[src/rtl/alu_control_unit_pkg.sv]
// Shared types, opcode map and instruction field positions for the
// accumulator ALU control unit and its decoder.
package alu_control_unit_pkg;

   localparam int INSTR_W = 16;
   localparam int DATA_W  = 8;

   localparam int OPC_MSB = 15;
   localparam int OPC_LSB = 12;
   localparam int SRC_BIT = 11;
   localparam int REG_MSB = 9;
   localparam int REG_LSB = 8;
   localparam int IMM_MSB = 7;
   localparam int IMM_LSB = 0;

   typedef enum logic [2:0] {
      ALU_ADD = 3'b000,
      ALU_SUB = 3'b001,
      ALU_AND = 3'b010,
      ALU_OR  = 3'b011,
      ALU_XOR = 3'b100,
      ALU_NOT = 3'b101,
      ALU_LD  = 3'b110
   } alu_op_t;

   typedef enum logic [3:0] {
      OP_ADD   = 4'h0,
      OP_SUB   = 4'h1,
      OP_AND   = 4'h2,
      OP_OR    = 4'h3,
      OP_XOR   = 4'h4,
      OP_NOT   = 4'h5,
      OP_LD    = 4'h6,
      OP_LDI   = 4'h7,
      OP_ST    = 4'h8,
      OP_JMP   = 4'h9,
      OP_JZ    = 4'hA,
      OP_NOP   = 4'hB,
      OP_RSV_C = 4'hC,
      OP_RSV_D = 4'hD,
      OP_RSV_E = 4'hE,
      OP_HALT  = 4'hF
   } instr_op_t;

   typedef enum logic [2:0] {
      S_IDLE,
      S_FETCH,
      S_DECODE,
      S_MEM,
      S_EXEC,
      S_HALT
   } cu_state_t;

   typedef enum logic [2:0] {
      CLS_ALU,
      CLS_LDI,
      CLS_ST,
      CLS_JMP,
      CLS_JZ,
      CLS_NOP,
      CLS_HALT,
      CLS_ILL
   } op_class_t;

   // Opcodes 0x0-0x6 map one-to-one onto the ALU operation encoding.
   function automatic logic is_alu_op(input instr_op_t op);
      return (op <= OP_LD);
   endfunction

endpackage

[src/rtl/alu_control_unit_if.sv]
// Control-unit side bus: program memory, data memory, accumulator feedback
// and datapath strobes. master = control unit, slave = datapath/memories.
interface alu_control_unit_if
   import alu_control_unit_pkg::*;
#(
   parameter int PC_W  = 8,
   parameter int DM_AW = 8
);
   logic                 start;
   logic [INSTR_W-1:0]   pm_data;
   logic [DATA_W-1:0]    acumulator;

   logic [PC_W-1:0]      pm_addr;
   logic                 pm_rd;
   logic [DM_AW-1:0]     dm_addr;
   logic                 dm_rd;
   logic [2:0]           operation_code;
   logic                 acumulator_ce;
   logic                 direct_load;
   logic [DATA_W-1:0]    direct_data;
   logic [2:0]           register_file_ce;
   logic [1:0]           register_file_mux_addr;
   logic                 data_memory_read_enable;
   logic                 busy;
   logic                 halted;
   logic                 illegal;

   modport master (
      input  start, pm_data, acumulator,
      output pm_addr, pm_rd, dm_addr, dm_rd, operation_code, acumulator_ce,
             direct_load, direct_data, register_file_ce, register_file_mux_addr,
             data_memory_read_enable, busy, halted, illegal
   );

   modport slave (
      output start, pm_data, acumulator,
      input  pm_addr, pm_rd, dm_addr, dm_rd, operation_code, acumulator_ce,
             direct_load, direct_data, register_file_ce, register_file_mux_addr,
             data_memory_read_enable, busy, halted, illegal
   );

endinterface

[src/rtl/alu_control_unit_decoder.sv]
// Combinational instruction decoder: splits a 16-bit instruction into its
// operation class, ALU op, operand source, register address and immediate.
module alu_instr_decoder
   import alu_control_unit_pkg::*;
(
   input  logic [INSTR_W-1:0] instr,
   output op_class_t          op_class,
   output alu_op_t            alu_op,
   output logic               src_dm,
   output logic [1:0]         reg_addr,
   output logic [DATA_W-1:0]  imm,
   output logic               illegal
);

   instr_op_t opcode;
   logic      unused_bit10;

   assign opcode       = instr_op_t'(instr[OPC_MSB:OPC_LSB]);
   assign src_dm       = instr[SRC_BIT];
   assign reg_addr     = instr[REG_MSB:REG_LSB];
   assign imm          = instr[IMM_MSB:IMM_LSB];
   assign unused_bit10 = instr[SRC_BIT-1];

   always_comb begin
      op_class = CLS_ILL;
      alu_op   = ALU_ADD;
      illegal  = 1'b0;
      if (is_alu_op(opcode)) begin
         op_class = CLS_ALU;
         alu_op   = alu_op_t'(instr[OPC_LSB+2:OPC_LSB]);
      end else begin
         case (opcode)
            OP_LDI:  op_class = CLS_LDI;
            // r0 is not a writable register, so ST r0 is rejected
            OP_ST: begin
               op_class = CLS_ST;
               illegal  = (reg_addr == 2'b00);
            end
            OP_JMP:  op_class = CLS_JMP;
            OP_JZ:   op_class = CLS_JZ;
            OP_NOP:  op_class = CLS_NOP;
            OP_HALT: op_class = CLS_HALT;
            default: begin
               op_class = CLS_ILL;
               illegal  = 1'b1;
            end
         endcase
      end
   end

endmodule

[src/rtl/alu_control_unit.sv]
// Multi-cycle fetch/decode/execute sequencer for the 8-bit accumulator ALU.
//
//   state    | meaning
//   ---------+-----------------------------------------------------------
//   S_IDLE   | after reset, waits for start
//   S_FETCH  | program memory read at PC
//   S_DECODE | instruction word arrives and is latched
//   S_MEM    | data memory read for a DM-sourced ALU op
//   S_EXEC   | one-cycle datapath strobes, PC update
//   S_HALT   | stopped, start restarts from PC 0
module alu_control_unit
   import alu_control_unit_pkg::*;
#(
   parameter int PC_W  = 8,
   parameter int DM_AW = 8
) (
   input  logic               clk_sys,
   input  logic               rst_b,
   alu_control_unit_if.master bus
);

   cu_state_t          state;
   logic [PC_W-1:0]    pc;
   logic [INSTR_W-1:0] ir;

   logic [INSTR_W-1:0] dec_instr;
   op_class_t          dec_class;
   alu_op_t            dec_alu_op;
   logic               dec_src_dm;
   logic [1:0]         dec_reg;
   logic [DATA_W-1:0]  dec_imm;
   logic               dec_illegal;

   logic               need_mem;
   logic               enter_exec;
   logic [PC_W-1:0]    pc_next;

   alu_op_t            exec_op;
   logic               exec_acc_ce;
   logic               exec_direct_load;
   logic [DATA_W-1:0]  exec_direct_data;
   logic [2:0]         exec_rf_ce;
   logic [1:0]         exec_mux;
   logic               exec_dm_sel;

   // Outputs are registered from the next state, so DECODE must look at the
   // word arriving from program memory rather than the stale IR.
   assign dec_instr = (state == S_DECODE) ? bus.pm_data : ir;

   alu_instr_decoder u_decoder (
      .instr    (dec_instr),
      .op_class (dec_class),
      .alu_op   (dec_alu_op),
      .src_dm   (dec_src_dm),
      .reg_addr (dec_reg),
      .imm      (dec_imm),
      .illegal  (dec_illegal)
   );

   assign need_mem   = (dec_class == CLS_ALU) && dec_src_dm;
   assign enter_exec = ((state == S_DECODE) && !need_mem) || (state == S_MEM);
   assign bus.pm_addr = pc;

   always_comb begin
      exec_op          = ALU_ADD;
      exec_acc_ce      = 1'b0;
      exec_direct_load = 1'b0;
      exec_direct_data = '0;
      exec_rf_ce       = 3'b000;
      exec_mux         = 2'b00;
      exec_dm_sel      = 1'b0;
      case (dec_class)
         CLS_ALU: begin
            exec_op     = dec_alu_op;
            exec_acc_ce = 1'b1;
            exec_mux    = dec_reg;
            exec_dm_sel = dec_src_dm;
         end
         CLS_LDI: begin
            exec_acc_ce      = 1'b1;
            exec_direct_load = 1'b1;
            exec_direct_data = dec_imm;
         end
         CLS_ST: begin
            if (!dec_illegal) exec_rf_ce = {1'b0, dec_reg};
         end
         default: ;
      endcase
   end

   always_comb begin
      pc_next = pc + 1'b1;
      if ((dec_class == CLS_JMP) || ((dec_class == CLS_JZ) && (bus.acumulator == '0)))
         pc_next = PC_W'(dec_imm);
   end

   always_ff @(posedge clk_sys) begin
      if (!rst_b) begin
         state                        <= S_IDLE;
         pc                           <= '0;
         ir                           <= '0;
         bus.pm_rd                    <= 1'b0;
         bus.dm_rd                    <= 1'b0;
         bus.dm_addr                  <= '0;
         bus.operation_code           <= 3'b000;
         bus.acumulator_ce            <= 1'b0;
         bus.direct_load              <= 1'b0;
         bus.direct_data              <= '0;
         bus.register_file_ce         <= 3'b000;
         bus.register_file_mux_addr   <= 2'b00;
         bus.data_memory_read_enable  <= 1'b0;
         bus.busy                     <= 1'b0;
         bus.halted                   <= 1'b0;
         bus.illegal                  <= 1'b0;
      end else begin
         bus.pm_rd                    <= 1'b0;
         bus.dm_rd                    <= 1'b0;
         bus.dm_addr                  <= '0;
         bus.operation_code           <= 3'b000;
         bus.acumulator_ce            <= 1'b0;
         bus.direct_load              <= 1'b0;
         bus.direct_data              <= '0;
         bus.register_file_ce         <= 3'b000;
         bus.register_file_mux_addr   <= 2'b00;
         bus.data_memory_read_enable  <= 1'b0;
         bus.busy                     <= 1'b0;
         bus.halted                   <= 1'b0;
         bus.illegal                  <= 1'b0;

         case (state)
            S_IDLE: begin
               if (bus.start) begin
                  state     <= S_FETCH;
                  bus.pm_rd <= 1'b1;
                  bus.busy  <= 1'b1;
               end
            end
            S_FETCH: begin
               state    <= S_DECODE;
               bus.busy <= 1'b1;
            end
            S_DECODE: begin
               ir       <= bus.pm_data;
               bus.busy <= 1'b1;
               if (need_mem) begin
                  state       <= S_MEM;
                  bus.dm_rd   <= 1'b1;
                  bus.dm_addr <= DM_AW'(dec_imm);
               end else begin
                  state <= S_EXEC;
               end
            end
            S_MEM: begin
               state    <= S_EXEC;
               bus.busy <= 1'b1;
            end
            S_EXEC: begin
               if (dec_class == CLS_HALT) begin
                  state      <= S_HALT;
                  bus.halted <= 1'b1;
               end else begin
                  state     <= S_FETCH;
                  pc        <= pc_next;
                  bus.pm_rd <= 1'b1;
                  bus.busy  <= 1'b1;
               end
            end
            S_HALT: begin
               if (bus.start) begin
                  state     <= S_FETCH;
                  pc        <= '0;
                  bus.pm_rd <= 1'b1;
                  bus.busy  <= 1'b1;
               end else begin
                  bus.halted <= 1'b1;
               end
            end
            default: state <= S_IDLE;
         endcase

         if (enter_exec) begin
            bus.operation_code          <= exec_op;
            bus.acumulator_ce           <= exec_acc_ce;
            bus.direct_load             <= exec_direct_load;
            bus.direct_data             <= exec_direct_data;
            bus.register_file_ce        <= exec_rf_ce;
            bus.register_file_mux_addr  <= exec_mux;
            bus.data_memory_read_enable <= exec_dm_sel;
            bus.illegal                 <= dec_illegal;
         end
      end
   end

endmodule

[src/flat_wrapper.sv]
// flat-port wrapper written by rule: the top's interface ports become plain ports
module alu_control_unit_flat import alu_control_unit_pkg::*;
#(
   parameter int PC_W  = 8,
   parameter int DM_AW = 8
)
  (clk_sys, rst_b, bus_start, bus_pm_data, bus_acumulator, bus_pm_addr, bus_pm_rd, bus_dm_addr, bus_dm_rd, bus_operation_code, bus_acumulator_ce, bus_direct_load, bus_direct_data, bus_register_file_ce, bus_register_file_mux_addr, bus_data_memory_read_enable, bus_busy, bus_halted, bus_illegal);
  alu_control_unit_if #(.PC_W(PC_W), .DM_AW(DM_AW)) bus_i ();
  input  logic clk_sys;
  input  logic rst_b;
  input wire logic [$bits(bus_i.start)-1:0] bus_start;
  input wire logic [$bits(bus_i.pm_data)-1:0] bus_pm_data;
  input wire logic [$bits(bus_i.acumulator)-1:0] bus_acumulator;
  output wire logic [$bits(bus_i.pm_addr)-1:0] bus_pm_addr;
  output wire logic [$bits(bus_i.pm_rd)-1:0] bus_pm_rd;
  output wire logic [$bits(bus_i.dm_addr)-1:0] bus_dm_addr;
  output wire logic [$bits(bus_i.dm_rd)-1:0] bus_dm_rd;
  output wire logic [$bits(bus_i.operation_code)-1:0] bus_operation_code;
  output wire logic [$bits(bus_i.acumulator_ce)-1:0] bus_acumulator_ce;
  output wire logic [$bits(bus_i.direct_load)-1:0] bus_direct_load;
  output wire logic [$bits(bus_i.direct_data)-1:0] bus_direct_data;
  output wire logic [$bits(bus_i.register_file_ce)-1:0] bus_register_file_ce;
  output wire logic [$bits(bus_i.register_file_mux_addr)-1:0] bus_register_file_mux_addr;
  output wire logic [$bits(bus_i.data_memory_read_enable)-1:0] bus_data_memory_read_enable;
  output wire logic [$bits(bus_i.busy)-1:0] bus_busy;
  output wire logic [$bits(bus_i.halted)-1:0] bus_halted;
  output wire logic [$bits(bus_i.illegal)-1:0] bus_illegal;
  assign bus_i.start = bus_start;
  assign bus_i.pm_data = bus_pm_data;
  assign bus_i.acumulator = bus_acumulator;
  assign bus_pm_addr = bus_i.pm_addr;
  assign bus_pm_rd = bus_i.pm_rd;
  assign bus_dm_addr = bus_i.dm_addr;
  assign bus_dm_rd = bus_i.dm_rd;
  assign bus_operation_code = bus_i.operation_code;
  assign bus_acumulator_ce = bus_i.acumulator_ce;
  assign bus_direct_load = bus_i.direct_load;
  assign bus_direct_data = bus_i.direct_data;
  assign bus_register_file_ce = bus_i.register_file_ce;
  assign bus_register_file_mux_addr = bus_i.register_file_mux_addr;
  assign bus_data_memory_read_enable = bus_i.data_memory_read_enable;
  assign bus_busy = bus_i.busy;
  assign bus_halted = bus_i.halted;
  assign bus_illegal = bus_i.illegal;
  alu_control_unit #(.PC_W(PC_W), .DM_AW(DM_AW)) u_core (.clk_sys(clk_sys), .rst_b(rst_b), .bus(bus_i));
endmodule
[config.mk]
export PLATFORM = sky130hd
export DESIGN_NAME = alu_control_unit_flat
export DESIGN_NICKNAME = d
export VERILOG_FILES = /design/src/rtl/alu_control_unit_pkg.sv /design/src/rtl/alu_control_unit_if.sv /design/src/rtl/alu_control_unit_decoder.sv /design/src/rtl/alu_control_unit.sv /design/src/flat_wrapper.sv
export SDC_FILE = /design/constraint.sdc
export NUM_CORES = 1
export LEC_CHECK = 0
export CAP_MARGIN = 20
export CORE_ASPECT_RATIO = 1.2
export CORE_MARGIN = 2
export CORE_UTILIZATION = 45
export DETAILED_ROUTE_END_ITERATION = 7
export PLACE_DENSITY = 0.77
export SLEW_MARGIN = 20
export SYNTH_ARGS = -nofsm -noshare
export SYNTH_HDL_FRONTEND = slang
export SYNTH_SLANG_ARGS = --single-unit
export TNS_END_PERCENT = 100
[constraint.sdc]
create_clock -name clk_sys -period 3.5 [get_ports clk_sys]
set_input_delay 0.525 -clock clk_sys [delete_from_list [all_inputs] [get_ports clk_sys]]
set_output_delay 0.525 -clock clk_sys [all_outputs]
set_load 0.005 [all_outputs]
==> results by group <==
Logic synthesis
  • Main combinational cell family by area after synthesis: simple AND/OR/NAND/NOR gates
  • Number of synthesized register bits: 57
  • Synth area leader: dfxtp_1
  • Post-synth EDFFs: 0
  • Mux contribution to synthesized area: about 7%
  • Post-Synth XOR/XNOR Area: 0%
  • Compound-Gate Fraction of Synth Area: a little over an eighth
  • Mapped Area: about 2300 um2
  • Syn Area/Cell: between 9 and 10 um2
  • Gate count of the mapped netlist: between 200 and 250
  • Post-synthesis sequential area ratio: 50.6%
  • Synth unique cells: 45
  • Share of flip-flops with an asynchronous set or reset: 0%
  • Most area-consuming cells after synthesis: dfxtp_1, nor2_1, mux2i_1
  • Synth Area in Simple Gates: 24.4%
  • Post-Synth Adder-Cell Area: 0.555%
  • Yosys warns: 0
  • Prevailing post-synth register cell: dfxtp_1
  • Area share of the largest cell type after synthesis: 50.6%
  • Syn_nets: 273

Global route
  • Antenna violations before repair: 0
  • First-pass GRT wire length: between 7000 and 8000 um
  • Vias in the first global route: 1753
  • Gr ovfl total: 0
  • M1 GR Usage: 22.2%
  • Routing usage on met3: 4.25%
  • Most crowded layer after global routing: met2
  • Total GRT Usage: between 10% and 20%
  • Met2 usage: 30.8%
  • Largest net degree at the start of global routing: 30

Clock tree
  • # hold bufs at CTS: 0
  • H-tree levels: 3
  • CTS tree: built
  • Post-CTS Setup Inserts: 0
  • # resized after CTS: 0
  • CTS sink cnt: 57
  • Clk_lat worst skew: 330 ps
  • Clock buffer count from CTS: 9
  • CTS root buf: clkbuf_8
  • CTS max path bufs: 2
  • Worst-path clk slew: 60 ps

Detailed routing
  • WL/cell: 13.3 um
  • DRC: 0
  • First DRT Iteration DRCs: 84
  • Via Count: a little under 2k
  • Vias per inst: 5.26
  • Drt pass-1 iters: 4
  • Final ANT Viol Nets: 0
  • Final WL: 4990 um

Power
  • Worst IR Drop VDD: 310 uV
  • Leak: roughly 1.1 nW
  • Switching fraction of total power: 23.7%
  • Cell internal pwr: 0.986 mW
  • Comb pwr share: 8.6%
  • Switch Pwr: 0.306 mW
  • Power Density: ~420 nW/um2
  • Clk pwr share: 39.4%
  • Sequential share of power: 52.0%

Placed design
  • Buffers added on ports: 64
  • RePlAce Congestion: ~0.82
  • Place WS: 767 ps
  • Dpl hpwl: 3430 um

Run
  • Number of max-cap violations: 0

STA
  • Worst Skew: 5.63 ps
  • Final worst-path setup slack: about 1100 ps
  • Final Setup Violations: 0
  • Worst rel slew slack: between 50 and 60%
  • Final Max Slew Viols: 0
  • Final Critical Period: roughly 2400 ps
  • Final Hold Vio Count: 0
  • Period utilization: 69.7%
  • Worst Max-Slew Pin Slew: around 710 ps
  • RSZ-0062 raised after global routing: false
  • TNS Setup: 0 ps
  • Worst hold margin: between 400 and 500 ps
  • Fmax: 0.410 GHz

Setup path
  • Max incr delay on CP: 460 ps
  • Crit-path slowest cell: dfxtp_1
  • Crit path arrival time: 2660 ps
  • Worst-path fanout max: 29
  • WP data required: 3710 ps
  • Cells along the critical path: nor3b_4 > buf_4 > mux2i_1 > o221ai_4 > and2_1 > a221o_1
  • Startpoint Class: flop
  • Worst path buffer plus inverter count: 1
  • Kind of cell adding the most delay to the critical path: simple AND/OR/NAND/NOR gates
  • Worst Setup End Kind: flop
  • CP Class: reg -> reg

Die
  • Die height: 81.5 um
  • Core area: approximately 5000 um2
  • Rows: 28
  • Initial Utilization: a little under half
  • Die X: 68.6 um
  • Area of the die: between 5000 and 6000 um2
  • Io pins: 67

Status
  • Outcome: completed

Cells and area
  • Diodes inserted: 0
  • Share of cells above drive strength 1: 7.30%
  • Nets@finish: 339
  • Area grow syn2layout: 37.4%

Min path
  • Type of the worst min-delay path: reg -> reg
-- synth_stat cells, types with 2 or more instances --
master,count
a21oi_1,5
nor4_1,3
a221o_1,5
nand2b_1,8
nand3_1,7
or2_2,2
nor2b_1,4
buf_4,5
o211ai_1,2
or3_1,2
clkbuf_1,5
mux2i_1,15
and3_1,4
a221oi_1,5
nand3b_1,3
nor2_1,55
o31ai_1,2
nand2_1,15
dfxtp_1,57
o21ai_0,4
nor3_1,6
a31oi_1,2
inv_1,7
-- sequential cells by signal, indices dropped and copies added (netlist names) --
name                                cells
u_core.bus.pm_addr                      8
u_core.ir                              15
u_core.bus.acumulator_ce                1
u_core.bus.data_memory_read_enable      1
u_core.bus.dm_addr                      8
u_core.bus.direct_load                  1
u_core.bus.register_file_ce             2
u_core.bus.register_file_mux_addr       2
u_core.bus.illegal                      1
u_core.bus.busy                         1
u_core.bus.operation_code               3
u_core.bus.dm_rd                        1
u_core.bus.pm_rd                        1
u_core.state                            3
u_core.bus.direct_data                  8
u_core.bus.halted                       1
-- power by group through the flow --
| stage | clock network, mW | registers (mW) | logic [mW] |
|---|---|---|---|
| after floorplan | 0 | 0.681 | 0.0630 |
| after global placement | 0 | 0.685 | 0.109 |
| after detailed placement | 0 | 0.686 | 0.110 |
| after CTS | 0.521 | 0.672 | 0.111 |
| after global routing | 0.540 | 0.674 | 0.123 |
| final | 0.509 | 0.672 | 0.111 |
-- area by class of cell --
cell class,instances,area [um2]
clock buffer,12,145
clock inverter,3,17.5
fill,442,1770
inverter,8,30.0
multi-input combinational,169,1030
sequential,57,1140
tap,60,75.1
timing repair buffer,66,656
-- path summary, 6_finish.rpt --
check	end	cells past startpoint	slack, ps	from
setup / recovery	u_core.bus.pm_addr[6]	6	1060	u_core.state[0]
hold / removal	u_core.bus.data_memory_read_enable	1	480	u_core.ir[11]
setup reg to reg	u_core.bus.pm_addr[6]	6	1060	u_core.state[0]
hold reg to reg	u_core.bus.data_memory_read_enable	1	480	u_core.ir[11]
-- metal layers --
layer / vias to the layer above / wire length [um]
met5: - / 0
met4: 0 / 122
met3: 9 / 293
met2: 58 / 2350
met1: 912 / 2220
li1: 992 / -
-- cells in the final DEF, fill, tap and decap left out, types with 3 or more instances in the layout --
cell             instances
clkdlybuf4s50_1         64
dfxtp_1                 57
nor2_1                  55
nand2_1                 15
mux2i_1                 15
clkbuf_8                10
nand2b_1                 8
nand3_1                  7
inv_1                    7
nor3_1                   6
a21oi_1                  5
a221oi_1                 5
a221o_1                  5
nor2b_1                  4
and3_1                   4
o21ai_0                  4
nand3b_1                 3
nor4_1                   3
-- logic make-up (layout without fill, tap and decap cells) --
logic type,Yosys count,in the layout
other cells,1,1
buf+inv,19,89
simple gates,115,115
mux,16,16
compound gates,36,36
fa+ha+maj,1,1
flops,57,57
-- worst register-to-register path, stage by stage, from the launching register on --
cell and delay [ps]:
dfxtp_1 460, nor3b_4 260, buf_4 410, mux2i_1 350
o221ai_4 200, and2_1 300, a221o_1 350
-- metrics by stage --
step | util (%) | instances | cell area, um2 | power (mW)
4_1_cts | 63.5 | 375 | 3090 | 1.30
3_5_place_dp | 60.2 | 360 | 2930 | 0.796
3_3_place_gp | 60.2 | 360 | 2930 | 0.794
5_1_grt | 63.6 | 375 | 3100 | 1.34
2_1_floorplan | - | 245 | 2250 | 0.744
6_report | 63.6 | 375 | 3100 | 1.29
No activity file was read; power rests on OpenSTA's default activity.
